### src/rtl/dct2d_row_col_sched.sv
// Row/column scheduler for an 8x8 2-D DCT that time-shares one 8-point 1-D core.
// Rows pass through the core into a transpose buffer; buffer columns then pass through the core to m_*.
module dct2d_row_col_sched #(
    parameter int W = 32
) (
    input  logic                clk,
    input  logic                rst,
    input  logic                s_valid,
    output logic                s_ready,
    input  logic [7:0][W-1:0]   s_data,
    output logic                core_in_valid,
    input  logic                core_in_ready,
    output logic [7:0][W-1:0]   core_in,
    input  logic                core_out_valid,
    output logic                core_out_ready,
    input  logic [7:0][W-1:0]   core_out,
    output logic                m_valid,
    input  logic                m_ready,
    output logic [7:0][W-1:0]   m_data,
    output logic                m_last,
    output logic                busy,
    output logic                err,
    output logic                o_dbg_state
);

    // Handshakes: a transfer happens on a rising edge where valid && ready; a valid
    // source holds its payload until accepted, and ready never waits on the same-side valid.
    typedef enum logic {
        ST_ROW = 1'b0,
        ST_COL = 1'b1
    } state_t;

    state_t           r_state;
    logic [3:0]       r_iss_cnt;
    logic [3:0]       r_rcv_cnt;
    logic             r_busy;
    logic             r_err;
    logic [W-1:0]     r_buf [8][8];

    logic             w_in_row;
    logic             w_iss_open;
    logic             w_pending;
    logic             w_rcv_last;
    logic             w_ci_hs;
    logic             w_co_hs;
    logic             w_m_hs;
    logic             w_s_hs;
    logic             w_row_wr;
    logic [7:0][W-1:0] w_col_vec;

    assign w_in_row   = (r_state == ST_ROW);
    assign w_iss_open = (r_iss_cnt < 4'd8);
    assign w_pending  = (r_rcv_cnt < r_iss_cnt);
    assign w_rcv_last = (r_rcv_cnt == 4'd7);

    always_comb begin
        w_col_vec = '0;
        for (int i = 0; i < 8; i++) begin
            w_col_vec[i] = r_buf[i][r_iss_cnt[2:0]];
        end
    end

    assign s_ready        = !rst && w_in_row && core_in_ready && w_iss_open;
    assign core_in_valid  = !rst && w_iss_open && (!w_in_row || s_valid);
    assign core_in        = w_in_row ? s_data : w_col_vec;
    assign core_out_ready = !rst && (w_in_row || m_ready);
    assign m_valid        = !rst && !w_in_row && core_out_valid;
    assign m_data         = core_out;
    assign m_last         = !w_in_row && w_rcv_last;
    assign busy           = r_busy;
    assign err            = r_err;
    assign o_dbg_state    = r_state;

    assign w_ci_hs = core_in_valid && core_in_ready;
    assign w_co_hs = core_out_valid && core_out_ready;
    assign w_m_hs  = m_valid && m_ready;
    assign w_s_hs  = s_valid && s_ready;
    // A row result with nothing outstanding is consumed but neither stored nor counted,
    // so a stray core beat cannot shift the rows of the next block.
    assign w_row_wr = w_in_row && w_co_hs && w_pending;

    always_ff @(posedge clk) begin
        if (rst) begin
            r_state   <= ST_ROW;
            r_iss_cnt <= 4'd0;
            r_rcv_cnt <= 4'd0;
            r_busy    <= 1'b0;
            r_err     <= 1'b0;
        end else begin
            if (core_out_valid && !w_pending) begin
                r_err <= 1'b1;
            end
            if (w_s_hs) begin
                r_busy <= 1'b1;
            end
            case (r_state)
                ST_ROW: begin
                    if (w_ci_hs) begin
                        r_iss_cnt <= r_iss_cnt + 4'd1;
                    end
                    if (w_row_wr) begin
                        if (w_rcv_last) begin
                            r_state   <= ST_COL;
                            r_iss_cnt <= 4'd0;
                            r_rcv_cnt <= 4'd0;
                        end else begin
                            r_rcv_cnt <= r_rcv_cnt + 4'd1;
                        end
                    end
                end
                ST_COL: begin
                    if (w_ci_hs) begin
                        r_iss_cnt <= r_iss_cnt + 4'd1;
                    end
                    if (w_m_hs) begin
                        if (w_rcv_last) begin
                            r_state   <= ST_ROW;
                            r_iss_cnt <= 4'd0;
                            r_rcv_cnt <= 4'd0;
                            r_busy    <= 1'b0;
                        end else begin
                            r_rcv_cnt <= r_rcv_cnt + 4'd1;
                        end
                    end
                end
                default: begin
                    r_state <= ST_ROW;
                end
            endcase
        end
    end

    // Transpose buffer: row rcv_cnt is written in ROW, columns are read in COL.
    always_ff @(posedge clk) begin
        if (w_row_wr) begin
            for (int j = 0; j < 8; j++) begin
                r_buf[r_rcv_cnt[2:0]][j] <= core_out[j];
            end
        end
    end

endmodule

### config.mk
export PLATFORM = sky130hd
export DESIGN_NAME = dct2d_row_col_sched
export DESIGN_NICKNAME = d
export VERILOG_FILES = /design/src/rtl/dct2d_row_col_sched.sv
export SDC_FILE = /design/constraint.sdc
export NUM_CORES = 2
export LEC_CHECK = 0
export BUFFER_PORTS_ARGS = -buffer_cell sky130_fd_sc_hd__buf_4
export CORE_AREA = 2 2 400 402
export DETAILED_ROUTE_END_ITERATION = 8
export DIE_AREA = 0 0 402 404
export PLACE_DENSITY = 0.79
export SETUP_SLACK_MARGIN = 0.02
export SYNTH_ARGS = -nofsm -noshare
export SYNTH_HDL_FRONTEND = slang
export SYNTH_SLANG_ARGS = --single-unit
### constraint.sdc
create_clock -name clk -period 72.2 [get_ports clk]
set_input_delay 10.83 -clock clk [delete_from_list [all_inputs] [get_ports clk]]
set_output_delay 10.83 -clock clk [all_outputs]
set_load 0.1 [all_outputs]
==> results_tabular.tex <==
\begin{tabular}{lr}
\hline
Metric & Value \\
\hline
\multicolumn{2}{l}{\textbf{Synth}} \\
Post-Synth Adder-Cell Area & 0.07684\% \\
Syn Area/Cell & 19.60 µm² \\
Share of synthesized cell area in and, or, nand and nor gates & 3.811\% \\
\#FFs+latches synth & 2059 \\
Count of synthesis-stage warnings from yosys & 0 \\
Netlist cell types & 39 \\
Number of instances in the synthesized netlist & 4153 \\
Main combinational cell family by area after synthesis & multiplexers \\
Fraction of synthesized area in multiplexers & 14.20\% \\
Compound-cell area share of the yosys netlist & 2.105\% \\
Post-Synthesis Net Count & 4676 \\
Area of the mapped netlist & 0.08141 mm² \\
Xor and xnor area share after synthesis & 0.02152\% \\
Sequential cell area fraction in the yosys report & 75.81\% \\
\multicolumn{2}{l}{\textbf{Clock tree}} \\
CTS tree & built \\
CTS Buf Count & 195 \\
Clk\_lat worst skew & 0.82 ns \\
Worst-case clock buffer depth & 3 \\
Number of sinks driven by the clock tree & 2059 \\
CTS resizes & 0 \\
Quantity of hold-fixing buffers added after cts & 0 \\
Clk Tree Root Cell & clkbuf\_16 \\
Buffer count from post-CTS setup fixing & 0 \\
CTS clk-pin slew, worst paths & 0.06 ns \\
Total number of H-tree levels & 4 \\
\multicolumn{2}{l}{\textbf{Power and ir drop}} \\
Clock share of power & 37.4\% \\
Cell leakage power & 31.99 nW \\
Power density normalized to cell area & 28.40 mW/mm² \\
Psw & 699.4 µW \\
Overall Power & 2.717 mW \\
Sequential group share of total power & 49.1\% \\
Combinational share of power & 13.5\% \\
Internal power & 2.018 mW \\
Switching power as a share of total power & 25.74\% \\
Max VDD drop & 29.45 µV \\
\multicolumn{2}{l}{\textbf{Worst setup path}} \\
Internal reg-to-reg setup slack & 66.68 ns \\
Arrival @ worst endpoint & 12.36 ns \\
Kind of capture point of the worst setup path & output port \\
Worst path bufs/invs & 2 \\
Cell type group with the largest total delay on the critical path & compound AO/OA/AOI/OAI gates \\
Crit-path max cell delay & 0.91 ns \\
Worst setup path startpoint & s\_data[3] \\
Type of the worst setup path & input port to output port \\
Crit path max fanout & 1 \\
Critical Path Slowest Stage Cell & a31oi\_1 \\
Required time of the worst setup path & 61.37 ns \\
Kind of launch point of the worst setup path & input port \\
Cell chain of the critical path & buf\_4 -> nor2\_1 -> a31oi\_1 -> buf\_4 \\
Most Frequent Cell on Critical Path & buf\_4 \\
Worst r2r src & r\_iss\_cnt[2]\$\_SDFF\_PP0\_ \\
\multicolumn{2}{l}{\textbf{Floorplanning}} \\
Core Box Area & 0.1578 mm² \\
Die Area & 0.1624 mm² \\
Width of the die & 402 µm \\
I/O pin cnt & 1038 \\
Cell row count & 146 \\
Initial core utilization & 51.58\% \\
Height of the die & 404 µm \\
\multicolumn{2}{l}{\textbf{Drt}} \\
Remaining DRCs & 0 \\
Total vias in the final route & 44305 \\
1st-pass router iterations & 6 \\
Post-DRT Antenna Nets & 0 \\
Ratio of routed vias to standard cells & 6.144 \\
Violation count after the first detailed-route iteration & 5424 \\
Total Routed Length & 216800 µm \\
Routed length per instance & 30.07 µm \\
\multicolumn{2}{l}{\textbf{Global route}} \\
Total global-route track usage & 26.26\% \\
Vias in the first global route & 44088 \\
Maximum number of pins on one net before global-route repair & 145 \\
Overall overflow remaining after global route & 0 \\
Initial antenna violation count & 28 \\
Global-route wire length before repair & 307800 µm \\
\multicolumn{2}{l}{\textbf{Cells and area}} \\
Area growth from synthesis to layout & 17.50\% \\
Layout cells sized above 1 & 37.27\% \\
Nets@finish & 5485 \\
Most used cells in the layout excluding fill and tap cells & 2048 x edfxtp\_1, 1095 x buf\_4, 515 x nand2\_1 \\
Most common library cell in the layout ignoring fill and taps & edfxtp\_1 \\
\multicolumn{2}{l}{\textbf{Placement}} \\
Hpwl dp & 132800 µm \\
Final estimated routing congestion in global placement & 0.8979 \\
Port-buffer cells & 1037 \\
Worst slack after detailed placement & 49.11 ns \\
\multicolumn{2}{l}{\textbf{Timing}} \\
Unrepaired setup endpoints after global routing & false \\
Total Neg Setup Slack & 0 ns \\
Slew at the pin closest to its max-slew limit & 1.305 ns \\
Clock skew after layout & 0.06004 ns \\
Post-route setup slack & 49.01 ns \\
Setup violation total in the final timing report & 0 \\
Maximum achievable frequency & 43.12 MHz \\
Final cycle utilization of the critical path & 32.12\% \\
Final-report max-slew violation count & 0 \\
Hold Violations, Final & 0 \\
Max-slew headroom & 12.98\% \\
Clock period minus final worst setup slack & 23.19 ns \\
\multicolumn{2}{l}{\textbf{Flow run}} \\
Max-capacitance violation count & 0 \\
\multicolumn{2}{l}{\textbf{Status}} \\
Status & finished, final reports clean \\
\multicolumn{2}{l}{\textbf{Hold path}} \\
Hold path start & err\$\_SDFFE\_PP0P\_ \\
Path class of the lowest-slack min-delay path & flop to flop \\
\hline
\end{tabular}
-- synthesized netlist by cell type --
library cell  number  area (µm²)
nand2_1          515        1933
buf_6             40       450.4
dfxtp_1           11       220.2
and2_1             1       6.260
nand3b_1           2       15.01
and3_1             1       6.260
a21oi_1            5       25.02
a41o_1             1       10.01
clkbuf_1         122       457.9
edfxtp_1        2048       61500
buf_1              9       33.78
nor4_1             1       6.260
nand4b_1           1       8.760
ha_1               5       62.56
nor2_1           267        1002
xnor2_1            1       8.760
o21a_1             2       15.01
nor3b_1            1       7.510
nor4b_1            3       26.28
o211a_1            1       10.01
xor2_1             1       8.760
buf_2             45       225.2
and4b_1            2       20.02
mux2_2             1       11.26
nor3b_2            1       12.51
clkinv_1           1       3.750
and3b_1            2       17.52
mux4_2           512       11530
o32ai_1            1       8.760
a211oi_1           1       7.510
o211ai_1           2       15.01
o21ai_0            3       15.01
mux2i_1            2       20.02
nor2b_1            1       6.260
nand3_1            3       15.01
a31oi_1          257        1608
nor3_1             4       20.02
inv_1              4       15.01
buf_4            273        2049
-- power by group through the flow --
stage	logic, mW	clock network (mW)	registers, mW
final	0.366	1.02	1.33
after global routing	0.381	1.07	1.33
after CTS	0.369	1.03	1.33
after detailed placement	0.365	0	1.36
after global placement	0.364	0	1.36
after floorplan	0.271	0	1.37
-- through the flow --
stage	utilization (%)	instances	instance area, µm²	hold WS [ns]
detailed placement	56.51	6837	89200	0.4897
global placement	56.51	6837	89200	0.4897
CTS	60.59	7197	95620	0.5047
floorplan	-	4153	81410	0.5437
global route	60.61	7210	95660	0.5669
finish	60.61	7211	95660	0.4932
-- state kept, by name, summed over array words and instances (netlist names) --
signal,flops
busy,1
r_iss_cnt,4
r_buf,2048
r_rcv_cnt,4
err,1
o_dbg_state,1
-- area by class of cell --
class | count | area, µm²
Fill cell | 10696 | 62170
Sequential cell | 2059 | 61730
Tap cell | 2072 | 2592
Clock buffer | 221 | 4977
Clock inverter | 139 | 1449
Multi-Input combinational cell | 1600 | 16500
Inverter | 5 | 26.28
Timing Repair Buffer | 1101 | 8341
Antenna cell | 14 | 35.03
-- metal layers --
layer	up-vias	global-route usage, %	wire, µm
li1	18014	-	-
met1	22819	33.82	76260
met5	-	0	101
met2	3041	42.87	107900
met4	14	11.58	9572
met3	417	6.339	22990
-- worst reg2reg max path, stage by stage, from the launching register on --
cell and delay [ns]:
dfxtp_4 0.47, inv_8 0.35, buf_4 0.80, ha_1 0.44, o211ai_1 0.13, o211ai_1 0.14, buf_4 0.22, nor4b_2 0.38
buf_4 0.58, buf_4 0.74, buf_4 0.81
-- kinds of logic (layout without fill, tap and decap cells) --
group | after synthesis | count (layout)
AOI/OAI and AO/OA | 273 | 273
xor gates and xnor gates | 2 | 2
adders and majority gates | 5 | 5
buffers and inverters | 494 | 1466
DFF | 2059 | 2059
muxes | 515 | 515
other | 0 | 14
and+or+nand+nor | 805 | 805
-- worst paths after layout --
path                              to  cells after the start
max                       core_in[3]                      4
min                 err$_SDFFE_PP0P_                      2
max reg2reg  r_buf[4][203]$_DFFE_PP_                     10
min reg2reg         err$_SDFFE_PP0P_                      2
Note: power is estimated with default switching activity, not from simulation.
